<file path="src/rtl/mem_ctrl_v2.sv">
// Memory control unit for the Simple CPU v2: registered req/ack handshake toward
// the CPU, synchronous-SRAM strobes toward memory, programmable wait states.
module mem_ctrl_v2 #(
  parameter int DATA_W      = 8,
  parameter int ADDR_W      = 8,
  parameter int WAIT_STATES = 1
) (
  input  logic              clk,
  input  logic              rst_n,
  input  logic              cpu_req,
  input  logic              cpu_rw,
  input  logic [ADDR_W-1:0] cpu_adrs,
  input  logic [DATA_W-1:0] cpu_wdata,
  output logic [DATA_W-1:0] cpu_rdata,
  output logic              cpu_ack,
  output logic              busy,
  output logic              mem_en,
  output logic              mem_we,
  output logic [ADDR_W-1:0] mem_adrs,
  output logic [DATA_W-1:0] mem_wdata,
  input  logic [DATA_W-1:0] mem_rdata
);

  typedef enum logic [1:0] {
    ST_IDLE   = 2'd0,
    ST_ACCESS = 2'd1,
    ST_WAIT   = 2'd2,
    ST_DONE   = 2'd3
  } state_t;

  if ((WAIT_STATES < 0) || (WAIT_STATES > 15)) begin : g_ws_range
    $error("mem_ctrl_v2: WAIT_STATES must be within 0..15");
  end
  if ((DATA_W < 1) || (DATA_W > 32) || (ADDR_W < 1) || (ADDR_W > 32)) begin : g_width_range
    $error("mem_ctrl_v2: DATA_W and ADDR_W must be within 1..32");
  end

  localparam logic [3:0] WS_CNT = 4'(WAIT_STATES);

  state_t            state_r;
  state_t            state_s;
  logic [3:0]        cnt_r;
  logic [3:0]        cnt_s;
  logic              rw_r;
  logic              rw_s;
  logic              accept_s;
  logic              capture_s;
  logic              en_s;
  logic              we_s;
  logic              ack_s;
  logic              mem_en_r;
  logic              mem_we_r;
  logic              cpu_ack_r;
  logic              busy_r;
  logic [ADDR_W-1:0] mem_adrs_r;
  logic [DATA_W-1:0] mem_wdata_r;
  logic [DATA_W-1:0] cpu_rdata_r;

  // Next-state, counter and next-output decode.
  always_comb begin
    state_s   = state_r;
    cnt_s     = cnt_r;
    accept_s  = 1'b0;
    capture_s = 1'b0;
    case (state_r)
      ST_IDLE, ST_DONE: begin
        if (cpu_req) begin
          accept_s = 1'b1;
          state_s  = ST_ACCESS;
        end else begin
          state_s  = ST_IDLE;
        end
      end
      ST_ACCESS: begin
        cnt_s = WS_CNT;
        if (WS_CNT == 4'd0) begin
          state_s   = ST_DONE;
          capture_s = rw_r;
        end else begin
          state_s   = ST_WAIT;
        end
      end
      ST_WAIT: begin
        // Counter value 1 marks the last wait cycle; anything lower is treated the same.
        if (cnt_r <= 4'd1) begin
          cnt_s     = 4'd0;
          state_s   = ST_DONE;
          capture_s = rw_r;
        end else begin
          cnt_s     = cnt_r - 4'd1;
          state_s   = ST_WAIT;
        end
      end
      default: begin
        state_s = ST_IDLE;
        cnt_s   = 4'd0;
      end
    endcase

    if (accept_s) begin
      rw_s = cpu_rw;
    end else begin
      rw_s = rw_r;
    end

    en_s  = (state_s == ST_ACCESS) || (state_s == ST_WAIT);
    we_s  = en_s & ~rw_s;
    ack_s = (state_s == ST_DONE);
  end

  // State, counter and registered outputs; outputs are computed from the next state
  // so every strobe toggles exactly on the edge that changes the state.
  always_ff @(posedge clk or negedge rst_n) begin
    if (!rst_n) begin
      state_r     <= ST_IDLE;
      cnt_r       <= 4'd0;
      rw_r        <= 1'b0;
      mem_en_r    <= 1'b0;
      mem_we_r    <= 1'b0;
      cpu_ack_r   <= 1'b0;
      busy_r      <= 1'b0;
      mem_adrs_r  <= {ADDR_W{1'b0}};
      mem_wdata_r <= {DATA_W{1'b0}};
      cpu_rdata_r <= {DATA_W{1'b0}};
    end else begin
      state_r   <= state_s;
      cnt_r     <= cnt_s;
      rw_r      <= rw_s;
      mem_en_r  <= en_s;
      mem_we_r  <= we_s;
      cpu_ack_r <= ack_s;
      busy_r    <= en_s;
      if (accept_s) begin
        mem_adrs_r  <= cpu_adrs;
        mem_wdata_r <= cpu_wdata;
      end else begin
        mem_adrs_r  <= mem_adrs_r;
        mem_wdata_r <= mem_wdata_r;
      end
      if (capture_s) begin
        cpu_rdata_r <= mem_rdata;
      end else begin
        cpu_rdata_r <= cpu_rdata_r;
      end
    end
  end

  assign mem_en    = mem_en_r;
  assign mem_we    = mem_we_r;
  assign cpu_ack   = cpu_ack_r;
  assign busy      = busy_r;
  assign mem_adrs  = mem_adrs_r;
  assign mem_wdata = mem_wdata_r;
  assign cpu_rdata = cpu_rdata_r;

endmodule

</file>
<file path="config.mk">
export PLATFORM = sky130hd
export DESIGN_NAME = mem_ctrl_v2
export DESIGN_NICKNAME = d
export VERILOG_FILES = /design/src/rtl/mem_ctrl_v2.sv
export SDC_FILE = /design/constraint.sdc
export NUM_CORES = 1
export LEC_CHECK = 0
export ABC_CLOCK_PERIOD_IN_PS = 2400
export BUFFER_PORTS_ARGS = -buffer_cell sky130_fd_sc_hd__buf_2
export CORE_UTILIZATION = 47
export CTS_CLUSTER_SIZE = 24
export DETAILED_ROUTE_END_ITERATION = 7
export PLACE_DENSITY = 0.78
export RECOVER_POWER = 50
export SLEW_MARGIN = 20
export SYNTH_ARGS = -nofsm -noshare
export SYNTH_HDL_FRONTEND = slang
export SYNTH_SLANG_ARGS = --single-unit
</file>
<file path="constraint.sdc">
create_clock -name clk -period 2.4 [get_ports clk]
set_clock_uncertainty 0.05 [all_clocks]
set_input_delay 0.48 -clock clk [delete_from_list [all_inputs] [get_ports clk]]
set_output_delay 0.48 -clock clk [all_outputs]
set_load 0.02 [all_outputs]
</file>
==> impl_results.md <==
* CP Cell Sequence: inv_1 > ha_1 > nor2_1 > nor4_4 > mux2_2
* Port buffer count at 55
* Slew HR at -0.1528
* Final Cycle Share at 0.7926
* Via count at 941
* CTS max path bufs at 2
* Drc violations at 0
* Proportion of layout cells with a drive suffix above 1 at 0.4870
* Pre-antenna DRT Iters at 4
* Die Area at 3171 um2
* Top routing layer in use: met4
* Global-route wire length before repair at 4.243 mm
* CP startpoint kind: flop
* Total length of routed met3 wires at around 130 um
* H-Tree Depth at 2
* Minimum clock period at 1902 ps
* CTS Buf Count at 5
* Critical Path Max Stage Delay at 500 ps
* Detail Route Antenna Nets at 0
* Hold crit path type: in -> reg
* Failing checks: max-capacitance violations, max-slew violations
* Die height at 56.31 um
* Post-Syn Area at between 1000 and 1500 um2
* CORE AREA at about 2800 um2
* Clock sinks at 34
* Initial antenna violation count at 0
* Required time worst endpoint at 2570 ps
* Setup Fix Bufs, Post-CTS at 0
* Setup TNS Final at 0 ps
* Area grow syn2layout at 23.10%
* Detailed Place HPWL at 1.869 mm
* Clk pin slew, worst setup/hold paths at 100 ps
* Final RePlAce weighted congestion at approximately 0.88
* Max FO, Critical Path at 8
* Post-synthesis sequential area ratio at 0.6137
* Mapped Avg Cell Area at 14.44 um2
* Final hold violation count at 0
* Metal-1 WL at roughly 1.1 mm
* Unrepaired setup endpoints after global routing: false
* Pre-CTS setup slack at 505.1 ps
* Fmax achieved at 525.7 MHz
* WP data arrival at 2070 ps
* Yosys warns at 0
* Worst-Skew Late Latency at 330 ps
* Antenna cell count at 0
* Post-route worst setup slack at ~500 ps
* Mapped Cells at 96
* Leakage at 0.0008147 uW
* I/O Pins at 56
* Starting Density at 0.4984
* Largest net degree at the start of global routing at 35
* Gates resized, CTS repair at 0
* Max-slew violations at 35
* Crit-path slowest cell: nor4_4
* Vias in the first global route at 959
* Critical path class: reg -> reg
* Power per cell area at 1502 nW/um2
* Outcome: complete, but fails checks
* Starting DRT DRC Count at 14
* All-layer global routing usage at 0.1805
* Max-cap violations at 1
* Rows at 19
* Detailed-route wire length at 2.516 mm
* Die width at 56.31 um
* Number of hold buffers added after cts at 0
* CTS tree: done
* Synth unique cells at 25
* GRT Residual Overflow at 0
* Final setup vio count at 0
* Seq cells post-synth at 34
* Final net count at 184
* Met2 WL at 1.290 mm
* Wire length per cell at 13.60 um
* CP Capture Type: flop
* CTS Root Cell: clkbuf_4
* Post-synth net total at 127
* VDD IR max at 0.0009634 V
* Tightest Pin Transition at 1729 ps
* Vias/cell at 5.086
[sequential cells by signal (all words and copies together) (netlist names)]
register / cells
cpu_ack: 1
state_r: 2
cpu_rdata: 8
busy: 1
mem_wdata: 8
cnt_r: 4
mem_adrs: 8
mem_we: 1
rw_r: 1
[worst max-delay path: cells and delay by family, from the launching register on]
family                   cells  cell delay [ps]
adder cells (fa/ha/maj)      1              210
buffers and inverters        1              100
flip-flops                   1              400
multiplexers                 1              410
AND/OR/NAND/NOR              2              630
[synth_stat cells (all sizes together)]
library cell | count | area (um2)
dfrtp | 34 | 850.8
mux2 | 25 | 281.5
inv | 6 | 22.52
buf | 5 | 36.28
ha | 3 | 37.54
a21oi | 2 | 10.01
nand2 | 2 | 10.01
nor2b | 2 | 12.51
nor4 | 2 | 27.53
o21ai | 2 | 10.01
o32ai | 2 | 17.52
or3 | 2 | 12.51
a21o | 1 | 7.510
a22oi | 1 | 7.510
nand2b | 1 | 6.260
nand3 | 1 | 5.000
nor2 | 1 | 3.750
nor3 | 1 | 5.000
nor4b | 1 | 8.760
o22ai | 1 | 6.260
o31ai | 1 | 7.510
[logic make-up after synthesis]
group / synth area share
flops: 0.6137
mux: 0.2031
simple gates: 0.06588
buf+inv: 0.04241
compound gates: 0.04785
fa+ha+maj: 0.02708
[power by group]
part           switching (uW)  internal (uW)
sequential                138            849
combinational             726            525
clock                     184            142
[path summary, 6_finish.rpt]
| kind | from | end | slack (ps) | cells after the start |
|---|---|---|---|---|
| max | cnt_r[0]$_DFFE_PN0N_ | cpu_rdata[4]$_DFFE_PN0P_ | 500 | 5 |
| min | cpu_rw | mem_we$_DFF_PN0_ | 280 | 2 |
| max reg2reg | cnt_r[0]$_DFFE_PN0N_ | cpu_rdata[4]$_DFFE_PN0P_ | 500 | 5 |
| min reg2reg | rw_r$_DFF_PN0_ | mem_we$_DFF_PN0_ | 460 | 1 |
| max in group asynchronous | rst_n | mem_wdata[4]$_DFFE_PN0N_ | 770 | 1 |
| min in group asynchronous | rst_n | cpu_rdata[2]$_DFFE_PN0P_ | 540 | 1 |
[area by class of cell]
cell class | count | area, um2
Clock buffer | 7 | 55.05
Clock inverter | 1 | 5.005
Fill cell | 224 | 1075
Inverter | 6 | 22.52
Multi-Input combinational cell | 51 | 476.7
Sequential cell | 34 | 850.8
Tap cell | 31 | 38.79
Timing Repair Buffer | 55 | 257.7
[per-stage QoR]
| stage | hold WS, ps | power [uW] | cells | utilization | cell area, um2 |
|---|---|---|---|---|---|
| after global routing | 260.9 | 2728 | 185 | 0.6136 | 1707 |
| after CTS | 157.1 | 2620 | 185 | 0.6199 | 1724 |
| after floorplan | 134.4 | 1916 | 96 | - | 1386 |
| final | 276.5 | 2564 | 185 | 0.6136 | 1707 |
| after detailed placement | 438.8 | 2290 | 177 | 0.5983 | 1664 |
| after global placement | 432.9 | 2227 | 177 | 0.5983 | 1664 |
[cell usage in the layout (no fill, tap or decap)]
cell	instances
buf_2	41
dfrtp_1	34
mux2_2	25
clkbuf_1	15
inv_1	6
clkbuf_4	5
ha_1	3
a21oi_1	2
o32ai_1	2
or3_1	2
nor2b_1	2
o21ai_0	2
nor2_1	1
nand2b_1	1
nor4_1	1
a21o_1	1
nand2_2	1
nor4b_1	1
nor3_1	1
o22ai_1	1
nand2_1	1
nor4_4	1
nand3_1	1
o31ai_1	1
a22oi_1	1
clkinv_2	1
clkbuf_8	1
[per-layer routing]
| metal | vias to the layer above | global-route usage |
|---|---|---|
| li1 | 456 | - |
| met1 | 448 | 0.2236 |
| met2 | 33 | 0.2857 |
| met3 | 4 | 0.06912 |
| met4 | 0 | 0.07317 |
| met5 | - | 0 |
(Power assumes the default switching activity.)
